### config.mk
export PLATFORM = sky130hd
export DESIGN_NAME = cpu_program_loader
export DESIGN_NICKNAME = d
export VERILOG_FILES = /design/src/rtl/cpu_program_loader_pkg.sv /design/src/rtl/cpu_program_loader.sv
export SDC_FILE = /design/constraint.sdc
export NUM_CORES = 1
export LEC_CHECK = 0
export BUFFER_PORTS_ARGS = -buffer_cell sky130_fd_sc_hd__buf_2
export CAP_MARGIN = 20
export CELL_PAD_IN_SITES_DETAIL_PLACEMENT = 2
export CELL_PAD_IN_SITES_GLOBAL_PLACEMENT = 2
export CORE_MARGIN = 2
export CORE_UTILIZATION = 29
export DETAILED_ROUTE_END_ITERATION = 6
export PLACE_DENSITY_LB_ADDON = 0.25
export SYNTH_ARGS = -nofsm -noshare
export SYNTH_HDL_FRONTEND = slang
export SYNTH_SLANG_ARGS = --single-unit
### constraint.sdc
create_clock -name clk -period 3.9 [get_ports clk]
set_input_delay 0 -clock clk [delete_from_list [all_inputs] [get_ports clk]]
set_output_delay 0 -clock clk [all_outputs]
set_load 0.02 [all_outputs]
### src/rtl/cpu_program_loader_pkg.sv
// Shared encodings for the program loader: command codes, header field
// positions and FSM states.
package cpu_program_loader_pkg;

  typedef enum logic [1:0] {
    CMD_LOAD_I = 2'b00,
    CMD_LOAD_D = 2'b01,
    CMD_RUN    = 2'b10,
    CMD_HALT   = 2'b11
  } cmd_e;

  localparam int CMD_MSB   = 31;
  localparam int CMD_LSB   = 30;
  localparam int START_MSB = 29;
  localparam int START_LSB = 16;
  localparam int COUNT_MSB = 15;
  localparam int COUNT_LSB = 0;

  typedef enum logic [2:0] {
    ST_HDR       = 3'd0,
    ST_LOAD_I    = 3'd1,
    ST_LOAD_D_LO = 3'd2,
    ST_LOAD_D_HI = 3'd3,
    ST_DRAIN     = 3'd4,
    ST_RUN       = 3'd5
  } state_e;

endpackage

### src/rtl/cpu_program_loader.sv
// Command-stream loader: decodes headers, writes imem words / dmem dwords,
// and gates cpu enable between RUN and HALT.
module cpu_program_loader
  import cpu_program_loader_pkg::*;
#(
  parameter int IMEM_WORDS = 128,
  parameter int DMEM_WORDS = 128
) (
  input  logic        clk,
  input  logic        rst,
  input  logic        s_valid,
  input  logic [31:0] s_data,
  output logic        s_ready,
  output logic        cpu_enable,
  output logic [63:0] addr_ext,
  output logic        wen_ext,
  output logic        ren_ext,
  output logic [31:0] wdata_ext,
  output logic [63:0] addr_ext_2,
  output logic        wen_ext_2,
  output logic        ren_ext_2,
  output logic [63:0] wdata_ext_2,
  output logic        busy,
  output logic        err
);

  localparam logic [16:0] IMEM_LIM = 17'(IMEM_WORDS);
  localparam logic [16:0] DMEM_LIM = 17'(DMEM_WORDS);

  state_e      state, state_next;
  logic [13:0] idx, idx_next;
  logic [16:0] rem, rem_next;
  logic [31:0] lo_word;
  logic        wr_i, wr_d, latch_lo, err_set;

  cmd_e        hdr_cmd;
  logic [13:0] hdr_start;
  logic [15:0] hdr_count;
  logic [16:0] hdr_end;

  assign s_ready   = 1'b1;
  assign ren_ext   = 1'b0;
  assign ren_ext_2 = 1'b0;
  assign busy      = (state != ST_HDR) && (state != ST_RUN);

  always_comb begin
    hdr_cmd   = cmd_e'(s_data[CMD_MSB:CMD_LSB]);
    hdr_start = s_data[START_MSB:START_LSB];
    hdr_count = s_data[COUNT_MSB:COUNT_LSB];
    // 17-bit sum so a large start + count cannot wrap past the depth check
    hdr_end   = {3'b000, hdr_start} + {1'b0, hdr_count};
  end

  always_ff @(posedge clk) begin
    if (rst) begin
      state <= ST_HDR;
      idx   <= '0;
      rem   <= '0;
    end else begin
      state <= state_next;
      idx   <= idx_next;
      rem   <= rem_next;
    end
  end

  always_comb begin
    state_next = state;
    idx_next   = idx;
    rem_next   = rem;
    wr_i       = 1'b0;
    wr_d       = 1'b0;
    latch_lo   = 1'b0;
    err_set    = 1'b0;
    if (s_valid) begin
      case (state)
        ST_HDR: begin
          case (hdr_cmd)
            CMD_LOAD_I: begin
              if (hdr_count != 16'd0) begin
                rem_next = {1'b0, hdr_count};
                if (hdr_end > IMEM_LIM) begin
                  err_set    = 1'b1;
                  state_next = ST_DRAIN;
                end else begin
                  idx_next   = hdr_start;
                  state_next = ST_LOAD_I;
                end
              end
            end
            CMD_LOAD_D: begin
              if (hdr_count != 16'd0) begin
                if (hdr_end > DMEM_LIM) begin
                  // a rejected dword load still carries two payload words per dword
                  err_set    = 1'b1;
                  rem_next   = {hdr_count, 1'b0};
                  state_next = ST_DRAIN;
                end else begin
                  idx_next   = hdr_start;
                  rem_next   = {1'b0, hdr_count};
                  state_next = ST_LOAD_D_LO;
                end
              end
            end
            CMD_RUN:  state_next = ST_RUN;
            CMD_HALT: state_next = ST_HDR;
          endcase
        end
        ST_LOAD_I: begin
          wr_i     = 1'b1;
          idx_next = idx + 14'd1;
          rem_next = rem - 17'd1;
          if (rem == 17'd1) state_next = ST_HDR;
        end
        ST_LOAD_D_LO: begin
          latch_lo   = 1'b1;
          state_next = ST_LOAD_D_HI;
        end
        ST_LOAD_D_HI: begin
          wr_d       = 1'b1;
          idx_next   = idx + 14'd1;
          rem_next   = rem - 17'd1;
          state_next = (rem == 17'd1) ? ST_HDR : ST_LOAD_D_LO;
        end
        ST_DRAIN: begin
          rem_next = rem - 17'd1;
          if (rem == 17'd1) state_next = ST_HDR;
        end
        ST_RUN: begin
          if (hdr_cmd == CMD_HALT) state_next = ST_HDR;
          else                     err_set    = 1'b1;
        end
        default: state_next = ST_HDR;
      endcase
    end
  end

  always_ff @(posedge clk) begin
    if (rst) begin
      wen_ext     <= 1'b0;
      wen_ext_2   <= 1'b0;
      addr_ext    <= '0;
      wdata_ext   <= '0;
      addr_ext_2  <= '0;
      wdata_ext_2 <= '0;
      lo_word     <= '0;
      cpu_enable  <= 1'b0;
      err         <= 1'b0;
    end else begin
      wen_ext    <= wr_i;
      wen_ext_2  <= wr_d;
      cpu_enable <= (state_next == ST_RUN);
      if (err_set) err <= 1'b1;
      if (latch_lo) lo_word <= s_data;
      if (wr_i) begin
        addr_ext  <= {48'd0, idx, 2'b00};
        wdata_ext <= s_data;
      end
      if (wr_d) begin
        addr_ext_2  <= {47'd0, idx, 3'b000};
        wdata_ext_2 <= {s_data, lo_word};
      end
    end
  end

endmodule

==> out/results.ini <==
[floorplanning]
ios = 267
die_y_um = 184.3
fp.dieW_um = 184.3
start_util_pct = 29.19
rows = 66
core_area_um2 = 32290
die-area_um2 = 33960

[placed_design]
place_hpwl_mm = 25.62
numPortBuffers = 163
gp_congestion = 0.8339
dpl-instance-area_um2 = 10390

[power_and_ir_drop]
power_density_nw_per_um2 = 408.7
p_leak_nw = 4.626
ir_worst_vdd_uv = 211.0

[clock_network]
clkTransAtPathRegs_ns = 0.08
post_cts_buffers = 0
clock-sinks = 194
htree_levels = 4
cts_root_buf = clkbuf_16
clock_latency_ns = 0.45
cts_buffers = 17
cts_buffer_depth = 2
cts_tree = yes

[sta]
fmax_ghz = 0.2727
relSlewSlack_pct = 29.26
period_needed_ns = 3.667
post-route-period-util_pct = 94.03
tns_ns = 0
tightest_slew_ns = 1.061
report.final.slew_viol_count = 0
setup_viol = 0
hold_viol = 0
fin_skew_ns = 0.01695
rsz0062_at_grt = false

[synth]
synthTopCellsByArea = dfxtp_1, nand2_1, a21oi_1
syn_area_um2 = 9424
yosysWarnings = 0
yosysTopAreaCellShare_pct = 41.21
synth_ff_type = dfxtp_1
ys_types = 64
ys_seq_area_share_pct = 41.21
yosys.area.top_type = dfxtp_1
synth-edff-count = 0
async_flop_share_pct = 0
ys_ff_latch = 194
avgSynthCellArea_um2 = 7.545
syn_inst = 1249

[drt]
drtIter0Drc = 474
wl_per_cell_um = 19.68
viasPerCell = 4.895
drc = 0
drtPass1Iterations = 4
wirelength_mm = 36.53
num_vias = 9086
antenna_left = 0

[setup_path]
critPathBufInv = 2
crit_path_start_kind = input pin
max_stage_delay_ns = 0.53
arrival_ns = 4.02
path_delay_family = simple AND/OR/NAND/NOR gates
endpoint_kind = flop
crit_start = s_data[0]
cp_slowest_cell = dlygate4sd3_1
worstReg2RegEnd = rem[16]$_SDFFE_PP0P_
crit_chain = dlygate4sd3_1 -> buf_2 -> ha_1 -> fa_1 -> a21o_1 -> a221o_1 -> a221oi_2 -> xor2_1 -> o221ai_1 -> nor4_4 -> nand4_1 -> or4b_1 -> and4b_1
critPathRequiredTime_ns = 4.25
worstSetupEndpoint = cpu_enable$_SDFF_PP0_
crit_type = in2reg
r2r_start = rem[2]$_SDFFE_PP0P_
r2r_slack_ns = 0.94
cp_num_cells = 13
reg2regPathDepth = 9
crit_fanout = 7

[min_path]
hp-class = in2reg

[layout]
nNetsFinal = 1455
layout_common_cells = nand2_1, a21oi_1, dfxtp_1, buf_2, conb_1
drive_gt1_share_pct = 17.47
area_delta_synth_final_pct = 18.64
diodes = 0
final_common_cell = nand2_1
final_area_um2 = 11180

[grt]
grt_pass1_wl_mm = 54.77
antenna_found_initial = 0
grt_usage_pct = 21.40
overflow = 0
grt_start_max_net_pins = 95
grt_pass1_vias = 9119

[job]
max_cap_violations = 0

[status]
status = finished clean

routing by layer:
layer  GRT usage, %  up-vias  share of wire, %
met2          35.28      229                47
met4          6.112        0               1.5
met1          28.45     4486                46
met5              0        -                 0
met3          4.070       30               5.8
li1               -     4341                 -
sequential cells by signal (all words and copies together) (netlist names):
signal and flops:
addr_ext 14, addr_ext_2 14, cpu_enable 1, err 1, idx 14, lo_word 32
rem 17, state 3, wdata_ext 32, wdata_ext_2 64, wen_ext 1, wen_ext_2 1
Yosys cell counts, drive strengths merged, types with 10 or more instances:
master  instances
or2            11
nor2           49
clkbuf         74
buf           108
o21ai          36
a22oi          10
and3           16
inv            10
nand3          17
ha             17
a21o           12
nand2         352
dfxtp         194
a21oi         203
mux2i          11
nor3           18
worst min path at each step:
stage / endpoint / startpoint / depth (start not counted) / slack [ns]
after floorplan: lo_word[0]$_SDFFE_PP0P_ / s_data[0] / 2 / 0.14
after global placement: wdata_ext[0]$_SDFFE_PP0P_ / s_data[0] / 3 / 0.34
after detailed placement: wdata_ext[0]$_SDFFE_PP0P_ / s_data[0] / 3 / 0.35
after CTS: lo_word[24]$_SDFFE_PP0P_ / s_data[24] / 4 / 0.008
after global routing: wdata_ext_2[48]$_SDFFE_PP0P_ / s_data[16] / 4 / 0.03
final: wdata_ext[21]$_SDFFE_PP0P_ / s_data[21] / 4 / 0.03
tightest hold or removal path: stages:
cell and delay, ns:
buf_2 0.14, buf_4 0.18, nand2_1 0.06, a21oi_1 0.05
report_power, final:
part	total, mW	internal (mW)	switching, mW
Combinational	0.696	0.207	0.489
Sequential	2.05	2.01	0.0401
Clock	1.82	0.963	0.859
area by class of cell:
class / count / area, um^2
Clock buffer: 17 / 425.4
Clock inverter: 14 / 171.4
Fill cell: 3875 / 21110
Inverter: 10 / 37.54
Multi-Input combinational cell: 964 / 4837
Sequential cell: 194 / 3884
Tap cell: 442 / 553.0
Timing Repair Buffer: 215 / 1272
logic make-up (layout without fill, tap and decap cells):
kind of cell               Yosys count  after routing  share of synthesized area, %
DFF                                194            194                         41.21
xor gates and xnor gates             6              6                        0.5576
other                                2            103                       0.07969
and+or+nand+nor                    503            503                         22.68
adders and majority gates           18             18                         2.469
AOI/OAI and AO/OA                  320            320                         19.62
muxes                               14             14                         1.527
buffers and inverters              192            256                         11.86
timing repair:
action,in CTS,in global routing
endpoints found under the setup margin,0,0
resized for setup,0,0
hold buffers,19,0
hold endpoints to repair,60,0
metrics by stage:
step | std cells | hold WS [ns] | power, mW | utilization, % | setup WS [ns]
2_1_floorplan | 1350 | 0.1360 | 2.612 | - | 0.9081
3_3_place_gp | 1805 | 0.3357 | 2.759 | 32.17 | 0.4310
3_5_place_dp | 1805 | 0.3482 | 2.770 | 32.17 | 0.3183
4_1_cts | 1855 | 0.008249 | 4.638 | 34.60 | 0.2706
5_1_grt | 1856 | 0.02685 | 4.784 | 34.63 | 0.06991
6_report | 1856 | 0.03319 | 4.570 | 34.63 | 0.2330
Power figures use the tool's default switching activity.
